==> src/rtl/biriscv_mul_arbiter.sv <==
// -----------------------------------------------------------------------------
// biriscv_mul_arbiter
//
// Shares one iterative multiplier between two requesters. One multiply is in
// flight at a time. The arbiter grants a requester, forwards its operands
// with a start pulse, remembers who owns the operation and where the result
// goes, and routes the returning result to that requester's writeback port.
//
// Arbitration is round-robin. A tie goes to the requester that did not win
// last. The cycle in which a result returns can also issue the next multiply
// (back-to-back). A pipeline flush kills the outstanding multiply, so its
// result is dropped when it returns. A watchdog abandons an operation whose
// result never comes back and raises a sticky error.
//
// Ports
//   clk_i, rst_i             clock; asynchronous active-high reset
//   reqN_valid_i             requester N (N = 0,1) presents a multiply
//   reqN_ready_o             requester N is accepted this cycle (combinational)
//   reqN_ra_i, reqN_rb_i     operands A and B of requester N (32 bits)
//   reqN_rd_i                destination register index of requester N
//   mul_valid_o              start pulse to the multiplier (combinational)
//   mul_ra_o, mul_rb_o       operands to the multiplier; 0 when no start
//   mul_wb_valid_i           multiplier result valid
//   mul_wb_value_i           multiplier result value
//   flush_i                  pipeline flush; kills any outstanding multiply
//   wbN_valid_o              one-cycle writeback strobe to requester N
//   wbN_rd_o, wbN_value_o    writeback register index / value; held when idle
//   err_o                    sticky watchdog error, cleared only by reset
//
// Parameter
//   WDOG_LIMIT               number of busy cycles without a result before the
//                            operation is abandoned. The counter is 4 bits
//                            wide, so useful values are 1..15.
// -----------------------------------------------------------------------------
module biriscv_mul_arbiter #(
  parameter int WDOG_LIMIT = 15
) (
  input  logic        clk_i,
  input  logic        rst_i,

  input  logic        req0_valid_i,
  output logic        req0_ready_o,
  input  logic [31:0] req0_ra_i,
  input  logic [31:0] req0_rb_i,
  input  logic [4:0]  req0_rd_i,

  input  logic        req1_valid_i,
  output logic        req1_ready_o,
  input  logic [31:0] req1_ra_i,
  input  logic [31:0] req1_rb_i,
  input  logic [4:0]  req1_rd_i,

  output logic        mul_valid_o,
  output logic [31:0] mul_ra_o,
  output logic [31:0] mul_rb_o,

  input  logic        mul_wb_valid_i,
  input  logic [31:0] mul_wb_value_i,

  input  logic        flush_i,

  output logic        wb0_valid_o,
  output logic [4:0]  wb0_rd_o,
  output logic [31:0] wb0_value_o,

  output logic        wb1_valid_o,
  output logic [4:0]  wb1_rd_o,
  output logic [31:0] wb1_value_o,

  output logic        err_o
);

  typedef enum logic [0:0] {
    ST_IDLE = 1'b0,
    ST_BUSY = 1'b1
  } state_t;

  localparam logic [3:0] WDOG_LIMIT_C = 4'(WDOG_LIMIT);

  // Control state
  state_t      state_q, state_d;
  logic        owner_q, owner_d;        // requester that owns the in-flight op
  logic [4:0]  rd_q, rd_d;              // destination of the in-flight op
  logic        kill_q, kill_d;          // in-flight op was flushed
  logic [3:0]  wdog_q, wdog_d;          // busy cycles without a result
  logic        last_grant_q, last_grant_d;
  logic        err_q, err_d;

  // Registered writeback ports
  logic        wb0_valid_q, wb0_valid_d;
  logic [4:0]  wb0_rd_q, wb0_rd_d;
  logic [31:0] wb0_value_q, wb0_value_d;
  logic        wb1_valid_q, wb1_valid_d;
  logic [4:0]  wb1_rd_q, wb1_rd_d;
  logic [31:0] wb1_value_q, wb1_value_d;

  // Combinational helpers
  logic        issue_window_s;  // state allows a new issue this cycle
  logic        any_req_s;
  logic        winner_s;        // requester chosen if a grant happens
  logic        grant_s;
  logic        wb_fire_s;       // result is delivered to the owner
  logic [3:0]  wdog_inc_s;
  logic        timeout_s;

  // Arbitration: decide whether a grant happens and who wins it.
  always_comb begin
    issue_window_s = 1'b0;
    any_req_s      = req0_valid_i | req1_valid_i;
    winner_s       = 1'b0;

    case (state_q)
      ST_IDLE: issue_window_s = 1'b1;
      // Busy only opens up in the cycle the current result comes back.
      ST_BUSY: issue_window_s = mul_wb_valid_i;
      default: issue_window_s = 1'b0;
    endcase

    if (req0_valid_i && req1_valid_i) begin
      winner_s = ~last_grant_q;
    end else if (req1_valid_i) begin
      winner_s = 1'b1;
    end else begin
      winner_s = 1'b0;
    end

    // Reset gating keeps the combinational handshake at 0 during reset.
    grant_s = ~rst_i & ~flush_i & issue_window_s & any_req_s;
  end

  // Handshake and operand outputs to requesters and the multiplier.
  always_comb begin
    req0_ready_o = 1'b0;
    req1_ready_o = 1'b0;
    mul_valid_o  = 1'b0;
    mul_ra_o     = 32'd0;
    mul_rb_o     = 32'd0;

    if (grant_s) begin
      mul_valid_o = 1'b1;
      if (winner_s) begin
        req1_ready_o = 1'b1;
        mul_ra_o     = req1_ra_i;
        mul_rb_o     = req1_rb_i;
      end else begin
        req0_ready_o = 1'b1;
        mul_ra_o     = req0_ra_i;
        mul_rb_o     = req0_rb_i;
      end
    end else begin
      mul_valid_o = 1'b0;
    end
  end

  // Result delivery and watchdog expiry conditions.
  always_comb begin
    wdog_inc_s = wdog_q + 4'd1;
    // A result arriving together with a flush is dropped just like a result
    // whose operation was flushed earlier.
    wb_fire_s  = (state_q == ST_BUSY) & mul_wb_valid_i & ~kill_q & ~flush_i;
    timeout_s  = (state_q == ST_BUSY) & ~mul_wb_valid_i & (wdog_inc_s == WDOG_LIMIT_C);
  end

  // FSM next state plus owner, kill, watchdog and error bookkeeping.
  always_comb begin
    state_d      = state_q;
    owner_d      = owner_q;
    rd_d         = rd_q;
    kill_d       = kill_q;
    wdog_d       = wdog_q;
    last_grant_d = last_grant_q;
    err_d        = err_q;

    case (state_q)
      ST_IDLE: begin
        // A stray result while idle has no owner and is ignored.
        kill_d = 1'b0;
        if (grant_s) begin
          state_d = ST_BUSY;
        end else begin
          state_d = ST_IDLE;
        end
      end
      ST_BUSY: begin
        if (mul_wb_valid_i) begin
          // The outstanding result has returned, so any kill has served
          // its purpose.
          kill_d = 1'b0;
          if (grant_s) begin
            state_d = ST_BUSY;
          end else begin
            state_d = ST_IDLE;
          end
        end else if (timeout_s) begin
          // Give up on the operation: no writeback will be produced.
          err_d   = 1'b1;
          state_d = ST_IDLE;
          kill_d  = 1'b0;
          wdog_d  = wdog_inc_s;
        end else begin
          wdog_d = wdog_inc_s;
          if (flush_i) begin
            kill_d = 1'b1;
          end else begin
            kill_d = kill_q;
          end
        end
      end
      default: begin
        state_d = ST_IDLE;
        kill_d  = 1'b0;
      end
    endcase

    if (grant_s) begin
      owner_d      = winner_s;
      rd_d         = winner_s ? req1_rd_i : req0_rd_i;
      wdog_d       = 4'd0;
      last_grant_d = winner_s;
    end else begin
      owner_d      = owner_q;
      rd_d         = rd_q;
      last_grant_d = last_grant_q;
    end
  end

  // Writeback port next values: strobe the owner, hold data otherwise.
  always_comb begin
    wb0_valid_d = 1'b0;
    wb0_rd_d    = wb0_rd_q;
    wb0_value_d = wb0_value_q;
    wb1_valid_d = 1'b0;
    wb1_rd_d    = wb1_rd_q;
    wb1_value_d = wb1_value_q;

    if (wb_fire_s) begin
      if (owner_q) begin
        wb1_valid_d = 1'b1;
        wb1_rd_d    = rd_q;
        wb1_value_d = mul_wb_value_i;
      end else begin
        wb0_valid_d = 1'b1;
        wb0_rd_d    = rd_q;
        wb0_value_d = mul_wb_value_i;
      end
    end else begin
      wb0_valid_d = 1'b0;
      wb1_valid_d = 1'b0;
    end
  end

  // State and output registers; reset abandons any in-flight multiply.
  always_ff @(posedge clk_i or posedge rst_i) begin
    if (rst_i) begin
      state_q      <= ST_IDLE;
      owner_q      <= 1'b0;
      rd_q         <= 5'd0;
      kill_q       <= 1'b0;
      wdog_q       <= 4'd0;
      last_grant_q <= 1'b1;   // so requester 0 wins the first tie
      err_q        <= 1'b0;
      wb0_valid_q  <= 1'b0;
      wb0_rd_q     <= 5'd0;
      wb0_value_q  <= 32'd0;
      wb1_valid_q  <= 1'b0;
      wb1_rd_q     <= 5'd0;
      wb1_value_q  <= 32'd0;
    end else begin
      state_q      <= state_d;
      owner_q      <= owner_d;
      rd_q         <= rd_d;
      kill_q       <= kill_d;
      wdog_q       <= wdog_d;
      last_grant_q <= last_grant_d;
      err_q        <= err_d;
      wb0_valid_q  <= wb0_valid_d;
      wb0_rd_q     <= wb0_rd_d;
      wb0_value_q  <= wb0_value_d;
      wb1_valid_q  <= wb1_valid_d;
      wb1_rd_q     <= wb1_rd_d;
      wb1_value_q  <= wb1_value_d;
    end
  end

  assign wb0_valid_o = wb0_valid_q;
  assign wb0_rd_o    = wb0_rd_q;
  assign wb0_value_o = wb0_value_q;
  assign wb1_valid_o = wb1_valid_q;
  assign wb1_rd_o    = wb1_rd_q;
  assign wb1_value_o = wb1_value_q;
  assign err_o       = err_q;

endmodule

==> config.mk <==
export PLATFORM = sky130hd
export DESIGN_NAME = biriscv_mul_arbiter
export DESIGN_NICKNAME = d
export VERILOG_FILES = /design/src/rtl/biriscv_mul_arbiter.sv
export SDC_FILE = /design/constraint.sdc
export NUM_CORES = 1
export LEC_CHECK = 0
export ABC_AREA = 1
export BUFFER_PORTS_ARGS = -buffer_cell sky130_fd_sc_hd__buf_2
export CORE_AREA = 2 2 124 126
export CTS_BUF_LIST = sky130_fd_sc_hd__clkbuf_16
export DETAILED_ROUTE_END_ITERATION = 12
export DIE_AREA = 0 0 126 128
export GPL_TIMING_DRIVEN = 1
export PLACE_DENSITY = 0.69
export RECOVER_POWER = 25
export SLEW_MARGIN = 0
export SYNTH_ARGS = -nofsm -noshare
export SYNTH_HDL_FRONTEND = slang
export SYNTH_SLANG_ARGS = --single-unit
==> constraint.sdc <==
create_clock -name clk_i -period 8.15 [get_ports clk_i]
set_input_delay 0.815 -clock clk_i [delete_from_list [all_inputs] [get_ports clk_i]]
set_output_delay 0.815 -clock clk_i [all_outputs]
set_load 0.01 [all_outputs]
* After elaboration in Yosys (flattened, before gate mapping)
Index checks and enable logic that the tools add are counted.
** Storage, ports and cells
- Register bits after elaboration :: 90
- Input port bits :: 176
- Output and inout bits :: 144
** Cells by class
- Reductions and logical operators :: 6
- Bitwise gates (word level) :: 16
- Eq/ne operators :: 3
- Add/subtract/negate cells :: 1
- Muxes and demuxes :: 27
** Operators by type and width (count)
- two-way mux 32 bit :: 4
- two-way mux 1 bit :: 16
- two-way mux 4 bit :: 3
- bitwise AND 1 bit :: 8
- NOT 1 bit :: 7
- case mux 1 bit (2 select lines) :: 3
- AND reduction 2 bit :: 3
- two-way mux 5 bit :: 1
- adder 4 x 1 -> 4 bit (second input constant) :: 1
- == test 4 bit (second input constant) :: 1
- != test 4 x 3 -> 1 bit (second input constant) :: 1
- AND reduction 3 bit :: 1
- != test 2 x 1 -> 1 bit (second input constant) :: 1
- nonzero test 2 bit :: 1
- logical AND 1 bit :: 1
- OR 1 bit :: 1

* Longest topological paths before layout
Gate-level depths: netlist of run 1.
- Depth after elaboration :: 7
- Depth in mapped cells :: 8

* Worst setup path after synthesis of run 1
Ideal clock, no wire load.
- Path kind :: input to output
- Start point :: in flush_i
- End point :: out mul_ra_o[0]
- Arrival time :: 1.633 ns
- Path buffers :: 2
- Path slack :: 5.702 ns
- Stages :: 7
- Data required time :: 7.335 ns
- Cells stage by stage :: nor2_1 -> o21ai_2 -> nor2_4 -> inv_2 -> buf_6 -> buf_6 -> a21oi_2
** Between the ends
- Word-level cells in the longest chain between the ends :: 5
** RTL lines
- start, declared :: line 60 : input logic flush_i,
- NOT 1 bit :: line 128 : grant_s = ~rst_i & ~flush_i & issue_window_s & any_req_s;
- bitwise AND 1 bit (3 in series) :: line 128
- two-way mux 32 bit :: line 139 : if (grant_s) begin
- end, declared :: line 54 : output logic [31:0] mul_ra_o,
Every way passes these cells.

* Worst setup path after layout of run 1
- Start point :: in req0_valid_i
- End point :: out mul_rb_o[27]
** Between the ends
- Word-level cells in the longest chain between the ends :: 4
- Elaborated cells on any way between the ends :: 6
- Classes of those cells :: mux (3); bitwise (2); reduce/logical (1)
** RTL lines
- start, declared :: line 41 : input logic req0_valid_i,
- logical AND 1 bit :: line 119 : if (req0_valid_i && req1_valid_i) begin
- two-way mux 1 bit :: line 119
- two-way mux 32 bit :: line 141 : if (winner_s) begin
- two-way mux 32 bit * :: line 139
- end, declared :: line 55 : output logic [31:0] mul_rb_o,
Mark *: on every way between the ends. The rest lies on a longest branch, timed or not.

==> results of run 1 <==
==> cell usage after synthesis (all sizes together) <==
master	instances	area, um^2
clkbuf	19	71.3
buf	19	129
or2	1	6.26
a21oi	64	470
dfstp	1	26.3
o21bai	1	7.51
dfrtp	89	2230
ha	2	25.0
nand3	10	50.1
inv	49	184
o21a	1	7.51
nor2	9	43.8
o21ai	83	419
nand2	233	877
nand4	1	6.26
==> sequential cells by signal (all words and copies together), names as in the netlist <==
register,cells
wb1_rd_o,5
wb0_value_o,32
wdog_q,4
err_o,1
last_grant_q,1
wb1_value_o,32
owner_q,1
wb1_valid_o,1
state_q,1
wb0_valid_o,1
rd_q,5
wb0_rd_o,5
kill_q,1
==> where the power goes <==
part	total, W	leakage (nW)	switching [W]	internal, W
clock network	0.000398	0.142	0.000164	0.000234
registers	0.000688	1.15	0.0000831	0.000605
logic	0.000500	2.30	0.000306	0.000195
==> placed cells by master (no fill, tap or decap), drive strengths merged <==
cell      instances
a21oi            64
buf             272
bufinv            1
clkbuf           62
clkinv            3
clkinvlp          1
dfrtp            89
dfstp             1
diode             2
ha                2
inv              50
nand2           233
nand3            10
nand4             1
nor2              9
o21a              1
o21ai            83
o21bai            1
or2               1
==> per-layer routing <==
layer / GRT usage [%] / part of all wire [%]
met5: 0 / 0
met4: 7.24 / 2.7
met3: 6.30 / 9.2
met2: 30.3 / 48
met1: 21.2 / 40
==> final cells by class <==
| type | count | area [um^2] |
|---|---|---|
| fillers | 1553 | 8420 |
| clock buffers | 9 | 225 |
| multi-input cells | 405 | 1910 |
| inverters | 49 | 185 |
| clock inverters | 6 | 58.8 |
| well taps | 188 | 235 |
| repair buffers | 325 | 1570 |
| flip-flops and latches | 90 | 2250 |
| diodes | 2 | 5.00 |
==> worst paths after layout <==
path | slack [ns] | to | cells past startpoint
min | 0.48 | last_grant_q | 2
max in group asynchronous | 6.13 | wb1_value_o[23] | 3
max reg2reg | 5.01 | wb0_value_o[8] | 5
min reg2reg | 0.48 | last_grant_q | 2
max | 4.50 | mul_rb_o[27] | 9
min in group asynchronous | 0.68 | err_o | 2
==> worst register-to-register path: cells and delay by family, from the launching register on <==
| kind | cells | cell delay [ns] |
|---|---|---|
| AOI/OAI and AO/OA | 1 | 0.33 |
| buffers and inverters | 2 | 2.08 |
| DFF | 1 | 0.37 |
| and+or+nand+nor | 2 | 0.11 |
==> cell families after synthesis <==
kind of cell / after synthesis / share of synthesized area, %
flip-flops: 90 / 49.5
AND/OR/NAND/NOR: 254 / 21.6
buffers and inverters: 87 / 8.44
AO/OA/AOI/OAI: 149 / 19.9
adder cells (fa/ha/maj): 2 / 0.550
==> stage by stage <==
stage | utilization (%) | setup WS [ns]
detailed placement | 42.0 | 4.47
global placement | 42.0 | 4.47
finish | 43.4 | 4.50
global route | 43.4 | 4.25
CTS | 43.9 | 4.47
floorplan | - | 5.00
==> summary.md, run 1 <==
| Metric | Value |
|---|---|
| Failing checks | `capacitance limit, slew limit` |
| Hold-fix buffers, CTS | `0` |
| Crit end category | `primary output` |
| Hold_ws | `0.479 ns` |
| Final setup vio count | `0` |
| Clk_skew | `0.00731 ns` |
| Layout Area Growth over Synthesis | `41.7%` |
| Power Total | `0.00159 W` |
| Die area | `0.0161 mm^2` |
| Reg clk slew, reported paths | `0.06 ns` |
| Global route total overflow | `0` |
| Synthesis-stage register bit count | `90` |
| CP startpoint | `req0_valid_i` |
| Total track usage | `18.0%` |
| Avg Cell Area, Syn | `7.82 um^2` |
| Post-route design area | `0.00645 mm^2` |
| CTS tree | `done` |
| Core footprint | `0.0149 mm^2` |
| Largest net degree at the start of global routing | `76` |
| Crit Path Max Fanout | `70` |
| Fin crit share | `44.8%` |
| Core Rows | `45` |
| Leakage | `3.59 nW` |
| Final TNS setup | `0 ns` |
| RSZ-0062 raised after global routing | `no` |
| CP Cell Sequence | `buf_2, nand2_1, nand2_2, buf_4, inv_2, buf_4, nand2_1, a21oi_2, buf_2` |
| Post-synthesis cell area | `0.00455 mm^2` |
| Drt pass-1 iters | `4` |
| Peak VDD IR | `87.2 uV` |
| Min Tclk post-route | `3.65 ns` |
| Run status | `finished, violations left` |
| YS warnings | `0` |
| Post-cts sizing count | `0` |
| Layout Cells excl Fill | `1074` |
| CTS buffer count | `9` |
| Worst Tran Pin Value | `2.87 ns` |
| Kind of cell adding the most delay to the critical path | `buffers and inverters` |
| Fmax | `274 MHz` |
| Initial antenna violation count | `2` |
| Buf/Inv on CP | `5` |
| I/O pins | `320` |
| Height of the chip | `128 um` |
| Port-buffer cells | `319` |
| Net count, final | `1058` |
| Number of H-tree levels | `3` |
| Post-CTS setup repair buffer count | `0` |
| Crit start category | `input pin` |
| Syn_nets | `760` |
| Arr. time, crit path | `2.84 ns` |
| Placed cells | `1057` |
| Clock Sinks | `90` |
| Worst EP required | `7.34 ns` |
| Global-route wire length before repair | `23100 um` |
| Die width | `126 um` |
| Initial core utilization | `30.6%` |
| Antenna Nets Post-Route | `0` |
| Post-Route WL | `15400 um` |
| Fin. max-slew vios | `152` |
| Vias | `4856` |
| Placed Area | `0.00624 mm^2` |
| Mapped Cells | `582` |
| Worst Hold Launch | `last_grant_q` |
| Final routed DRC violation total | `0` |
| Synth unique cells | `23` |
| Register area share after synthesis | `49.5%` |
| Wire per inst | `14.4 um` |
| PD cells | `246 mW/mm^2` |
| Critical-path top delay cell | `inv_2` |
| DR vias/cell | `4.52` |
| Post-detail-place hpwl | `11700 um` |
| DR iter-0 viols | `180` |
| Max Root-Sink Buffers | `2` |
| Root Driver | `clkbuf_16` |
| Hold Fails Final Rpt | `0` |
| Share of layout cells above drive strength 1 | `37.7%` |
| Class of the worst hold path | `reg2reg` |
| Worst skew pair latency | `0.33 ns` |
| GPL Wtd Cong | `0.839` |
| Relative slew slack | `-91.1%` |
| CP Class | `in2out` |
| Max-cap violations | `2` |
| Crit-path max cell delay | `0.53 ns` |
| RR Startpoint | `state_q` |
| Vias in the first global route | `4515` |
No activity file was read; power rests on OpenSTA's default activity.
==> inputs of run 2 (changes only) <==
- ABC_AREA: 1 -> 0
- CORE_AREA: 2 2 124 126 -> 2 2 125 127
- DIE_AREA: 0 0 126 128 -> 0 0 127 129
- PLACE_DENSITY: 0.69 -> 0.68
- clock period: 8.15 -> 3.6 ns (I/O delays scaled with it)
==> summary.md, run 2 <==
| Metric | Value |
|---|---|
| Class of the worst hold path | `in2reg` |
| Root Driver | `clkbuf_16` |
| CTS buffer count | `9 (unchanged)` |
| CTS tree | `done` |
| Crit start category | `register` |
| Post-CTS setup repair buffer count | `0 (unchanged)` |
| Initial core utilization | `30.6% (-0.055 points)` |
| Fmax | `366 MHz` |
| Worst Tran Pin Value | `1.73 ns (-1.14 ns)` |
| Vias | `4367 (-10%)` |
| Fin crit share | `75.8%` |
| Total track usage | `16.7% (-1.4 points)` |
| Core Rows | `45 (unchanged)` |
| Failing checks | `capacitance limit, slew limit` |
| Layout Cells excl Fill | `946 (-12%)` |
| Port-buffer cells | `319 (unchanged)` |
| Global route total overflow | `0 (unchanged)` |
| Yosys top cell area share | `48.7% (-0.28 points)` |
| Crit Path Max Fanout | `51 (-27%)` |
| Placed cells | `929 (-12%)` |
| Height of the chip | `129 um (+0.78%)` |
| Kind of cell adding the most delay to the critical path | `simple AND/OR/NAND/NOR gates` |
| Layout Area Growth over Synthesis | `43.4%` |
| RSZ-0062 raised after global routing | `no` |
| Hold-fix buffers, CTS | `0 (unchanged)` |
| Leakage | `3.70 nW (+3.1%)` |
| Synth cell count leaders | `139 x nand2_1, 89 x dfrtp_1, 66 x a21oi_1, 38 x mux2_4, 36 x mux2_2` |
| Die width | `127 um (+0.79%)` |
| CP Class | `reg2out` |
| CP Cell Sequence | `nand2_1, nand2_2, buf_4, nand2_1, a21oi_1, buf_2` |
| Number of H-tree levels | `3 (unchanged)` |
| Clock Sinks | `90 (unchanged)` |
| Post-cts sizing count | `0 (unchanged)` |
| Ranking of synthesized cells by area | `dfrtp_1 49%, mux2_4 12%, nand2_1 11%` |
| Max-cap violations | `2 (unchanged)` |
| Avg Cell Area, Syn | `10.3 um^2 (+32%)` |
| Final TNS setup | `0 ns (unchanged)` |
| Commonest non-fill, non-tap cells in the layout | `318 x buf_2, 137 x nand2_1, 89 x dfrtp_1` |
| Share of layout cells above drive strength 1 | `56.0% (+18 points)` |
| GPL Wtd Cong | `0.800 (-4.6%)` |
| Global-route wire length before repair | `21500 um (-6.8%)` |
| Net count, final | `930 (-12%)` |
| Run status | `finished, violations left` |
| I/O pins | `320 (unchanged)` |
| Worst EP required | `3.24 ns (-4.10 ns)` |
| Peak VDD IR | `209 uV (+140%)` |
| Mapped Cells | `443 (-24%)` |
| Crit-path max cell delay | `0.66 ns (+0.13 ns)` |
| YS warnings | `0 (unchanged)` |
| Crit end category | `primary output` |
| Drt pass-1 iters | `4 (unchanged)` |
| DR iter-0 viols | `159 (-12%)` |
| Antenna Nets Post-Route | `0 (unchanged)` |
| Min Tclk post-route | `2.73 ns` |
| Commonest non-fill, non-tap cell in the layout | `buf_2` |
| Synth unique cells | `32 (+39%)` |
| Core footprint | `0.0150 mm^2 (+0.76%)` |
| Arr. time, crit path | `2.37 ns (-0.47 ns)` |
| Wire per inst | `15.4 um (+7.5%)` |
| Final setup vio count | `0 (unchanged)` |
| FFs w/ async S/R, synth | `100% (unchanged)` |
| Post-Route WL | `14600 um (-5.3%)` |
| Post-synth EDFFs | `0 (unchanged)` |
| Die area | `0.0164 mm^2 (+1.6%)` |
| Buf/Inv on CP | `2 (-3)` |
| Most Frequent Cell on Critical Path | `nand2_1` |
| Largest net degree at the start of global routing | `52 (-32%)` |
| Post-synthesis cell area | `0.00458 mm^2 (+0.58%)` |
| Fin. max-slew vios | `72 (-53%)` |
| Hold Fails Final Rpt | `0 (unchanged)` |
| Post-detail-place hpwl | `11500 um (-1.7%)` |
| Final routed DRC violation total | `0 (unchanged)` |
| Worst skew pair latency | `0.34 ns (about the same)` |
| Register area share after synthesis | `49.2% (-0.28 points)` |
| Most used DFF post-synth | `dfrtp_1` |
| Reg clk slew, reported paths | `0.07 ns (about the same)` |
| Most common cell in the synthesized netlist | `nand2_1` |
| Clk_skew | `0.00813 ns (+0.000822 ns)` |
| Max Root-Sink Buffers | `2 (unchanged)` |
| Critical-path top delay cell | `nand2_2` |
| DR vias/cell | `4.62 (+2.1%)` |
| Synthesis-stage register bit count | `90 (unchanged)` |
| Relative slew slack | `-15.8% (+75 points)` |
| Vias in the first global route | `4089 (-9.4%)` |
| PD cells | `566 mW/mm^2 (+130%)` |
| Cell taking the most area after synthesis | `dfrtp_1` |
| Syn_nets | `621 (-18%)` |
| Initial antenna violation count | `3 (+1)` |
run 2: cell types whose count changed in the layout (fill, tap and decap cells not counted), sizes merged, moves of 2 or more:
| cell | previous run | this run |
|---|---|---|
| buf | 272 | 325 |
| mux2 | 0 | 74 |
| nand2 | 233 | 139 |
| nand3 | 10 | 2 |
| o21ai | 83 | 9 |
| nor2 | 9 | 5 |
| nor2b | 0 | 2 |
| a21oi | 64 | 66 |
| inv | 50 | 6 |
| clkinvlp | 1 | 3 |
| a21o | 0 | 2 |
| clkbuf | 62 | 12 |
| mux2i | 0 | 5 |
run 2: cell families (layout without fill, tap and decap cells):
group                      after synthesis  in the layout  synth area share [%]
AOI/OAI and AO/OA                       81             81                  9.29
xor gates and xnor gates                 1              1                 0.191
adders and majority gates                2              2                 0.547
buffers and inverters                   35            349                  4.65
DFF                                     90             90                  49.2
muxes                                   79             79                  22.4
other                                    0              1                     0
and+or+nand+nor                        155            155                  13.7
run 2: path summary, 6_finish.rpt:
check | start | end | slack [ns] | cells after the start
setup / recovery | last_grant_q | mul_rb_o[1] | 0.87 | 6
hold reg to reg | err_o | err_o | 0.46 | 1
min in group asynchronous | rst_i | err_o | 0.43 | 2
setup reg to reg | last_grant_q | rd_q[2] | 1.42 | 5
hold / removal | mul_wb_value_i[21] | wb1_value_o[21] | 0.26 | 2
max in group asynchronous | rst_i | wb1_value_o[30] | 1.05 | 3
run 2: area by class of cell:
cell class / instances / area, um^2
Sequential cell: 90 / 2250
Clock buffer: 9 / 225
Timing Repair Buffer: 328 / 1660
Multi-Input combinational cell: 318 / 2120
Fill cell: 1489 / 8410
Antenna cell: 1 / 2.50
Tap cell: 188 / 235
Inverter: 5 / 20.0
Clock inverter: 7 / 51.3
run 2: metrics by stage:
step           power, W  util [%]  instance area, um^2  setup slack (ns)  hold WS (ns)
2_1_floorplan   0.00229         -                 4580             0.906         0.462
5_1_grt         0.00393      43.8                 6560             0.475         0.249
6_report        0.00372      43.8                 6570             0.870         0.263
3_3_place_gp    0.00284      42.0                 6290              1.29         0.446
3_5_place_dp    0.00287      42.0                 6290              1.25         0.455
4_1_cts         0.00375      43.9                 6570             0.870         0.121
run 2: where the power goes:
part,internal [W],switching (W),total [W]
clock,0.000471,0.000400,0.000871
sequential,0.00136,0.000185,0.00155
combinational,0.000694,0.000605,0.00130
total,0.00253,0.00119,0.00372
run 2: routing by layer:
layer / track usage, % / up-vias / wire length, um / part of all wire (%)
met5: 0 / - / 0 / 0
met4: 4.52 / 0 / 196 / 1.3
met3: 4.49 / 14 / 1060 / 7.3
met2: 28.0 / 221 / 6990 / 48
met1: 21.4 / 2018 / 6360 / 44
li1: - / 2114 / - / -
==> inputs of run 3 (changes only) <==
- clock period: 3.6 -> 2.7 ns (I/O delays scaled with it)
==> summary.md, run 3 (same netlist as run 2, synthesis figures left out) <==
| Metric | Value |
|---|---|
| Run status | `finished, violations left` |
| Failing checks | `capacitance limit, slew limit` |
| Global route total overflow | `0 (unchanged)` |
| Core footprint | `0.0150 mm^2 (unchanged)` |
| Crit start category | `register` |
| Final routed DRC violation total | `0 (unchanged)` |
| Crit Path Max Fanout | `60 (+18%)` |
| Hold_ws | `0.181 ns (-0.0821 ns)` |
| CTS buffer count | `9 (unchanged)` |
| Worst EP required | `2.43 ns (-0.81 ns)` |
| RSZ-0062 raised after global routing | `no` |
| DR vias/cell | `4.61 (-0.17%)` |
| Post-Route WL | `14500 um (-0.96%)` |
| Arr. time, crit path | `1.99 ns (-0.38 ns)` |
| Commonest non-fill, non-tap cells in the layout | `318 x buf_2, 137 x nand2_1, 89 x dfrtp_1` |
| GPL Wtd Cong | `0.842 (+5.2%)` |
| Core Rows | `45 (unchanged)` |
| Post-CTS setup repair buffer count | `0 (unchanged)` |
| Max-cap violations | `1 (-1)` |
| Reg clk slew, reported paths | `0.06 ns (about the same)` |
| Worst skew pair latency | `0.33 ns (about the same)` |
| Max Root-Sink Buffers | `2 (unchanged)` |
| Number of H-tree levels | `3 (unchanged)` |
| Height of the chip | `129 um (unchanged)` |
| Fin. max-slew vios | `40 (-44%)` |
| Leakage | `3.74 nW (+1.2%)` |
| Total track usage | `16.5% (-0.13 points)` |
| Final TNS setup | `0 ns (unchanged)` |
| Post-cts sizing count | `0 (unchanged)` |
| Clk_skew | `0.00519 ns (-0.00294 ns)` |
| PD cells | `771 mW/mm^2 (+36%)` |
| Final setup vio count | `0 (unchanged)` |
| Initial antenna violation count | `2 (-1)` |
| Relative slew slack | `-23.5% (-7.7 points)` |
| Drt pass-1 iters | `4 (unchanged)` |
| Min Tclk post-route | `2.26 ns` |
| Crit end category | `primary output` |
| Fin crit share | `83.6%` |
| Final setup margin | `0.444 ns (-0.425 ns)` |
| Vias | `4355 (-0.27%)` |
| Wire per inst | `15.3 um (-0.85%)` |
| Post-detail-place hpwl | `11200 um (-2.6%)` |
| I/O pins | `320 (unchanged)` |
| Largest net degree at the start of global routing | `66 (+27%)` |
| Net count, final | `928 (-0.22%)` |
| Commonest non-fill, non-tap cell in the layout | `buf_2` |
| Fmax | `443 MHz` |
| Die width | `127 um (unchanged)` |
| Worst Tran Pin Value | `1.84 ns (+0.115 ns)` |
| Clock Sinks | `90 (unchanged)` |
| Vias in the first global route | `4021 (-1.7%)` |
| Global-route wire length before repair | `21300 um (-0.87%)` |
| CP Class | `reg2out` |
| Dpl ws | `0.706 ns (-0.542 ns)` |
| Hold Fails Final Rpt | `0 (unchanged)` |
| Class of the worst hold path | `in2reg` |
| R2r setup slk | `0.92 ns (-0.50 ns)` |
| Share of layout cells above drive strength 1 | `56.0% (about the same)` |
| Peak VDD IR | `287 uV (+37%)` |
| Hold-fix buffers, CTS | `0 (unchanged)` |
| CTS tree | `done` |
| Layout Area Growth over Synthesis | `45.5%` |
| Initial core utilization | `30.6% (unchanged)` |
| Die area | `0.0164 mm^2 (unchanged)` |
| DR iter-0 viols | `199 (+25%)` |
| Post-layout util | `44.5% (+0.63 points)` |
| Root Driver | `clkbuf_16` |
| Port-buffer cells | `319 (unchanged)` |
| Antenna Nets Post-Route | `0 (unchanged)` |
==> run 3: cell types whose count changed in the layout (fill, tap and decap cells not counted), sizes merged <==
cell and delta:
diode +1, clkinv -1, clkbuf -2, bufinv +2, inv +1, clkinvlp -2
==> run 3: area by class of cell <==
| class | count | area, um^2 |
|---|---|---|
| inverters | 5 | 20.0 |
| well taps | 188 | 235 |
| multi-input cells | 318 | 2120 |
| diodes | 2 | 5.00 |
| clock buffers | 9 | 225 |
| clock inverters | 7 | 101 |
| flip-flops and latches | 90 | 2250 |
| fillers | 1469 | 8320 |
| repair buffers | 326 | 1700 |
==> run 3: per-stage QoR <==
| stage | instance area (um^2) | power, W | std cells |
|---|---|---|---|
| after floorplan | 4580 | 0.00305 | 443 |
| after global placement | 6330 | 0.00380 | 927 |
| after detailed placement | 6330 | 0.00383 | 927 |
| after CTS | 6660 | 0.00520 | 943 |
| after global routing | 6660 | 0.00545 | 944 |
| final | 6660 | 0.00514 | 945 |
==> run 3: routing by layer <==
layer  vias up  GRT usage (%)  part of all wire, %
met1      2011           21.6                   43
met4         0           4.91                 0.88
met2       219           27.7                   48
met5         -              0                    0
met3        12           3.66                  7.8
li1       2113              -                    -
==> run 3: power by group <==
group          internal (W)  switching (W)  leakage, nW
Combinational      0.000934       0.000808         2.46
Sequential          0.00182       0.000244         1.12
Clock              0.000820       0.000514        0.163
==> run 3: final timing paths <==
path / from / end / depth (start not counted)
setup / recovery: state_q / mul_ra_o[29] / 5
hold / removal: mul_wb_value_i[27] / wb1_value_o[27] / 2
setup reg to reg: last_grant_q / rd_q[4] / 5
hold reg to reg: err_o / err_o / 1
max in group asynchronous: rst_i / wb1_rd_o[0] / 3
min in group asynchronous: rst_i / kill_q / 2
==> run 3: critical path, stage by stage, from the launching register on <==
cell and delay [ns]:
dfrtp_1 0.38, nand2b_1 0.23, nand3_2 0.25, buf_4 0.37
a21oi_1 0.23, buf_2 0.16
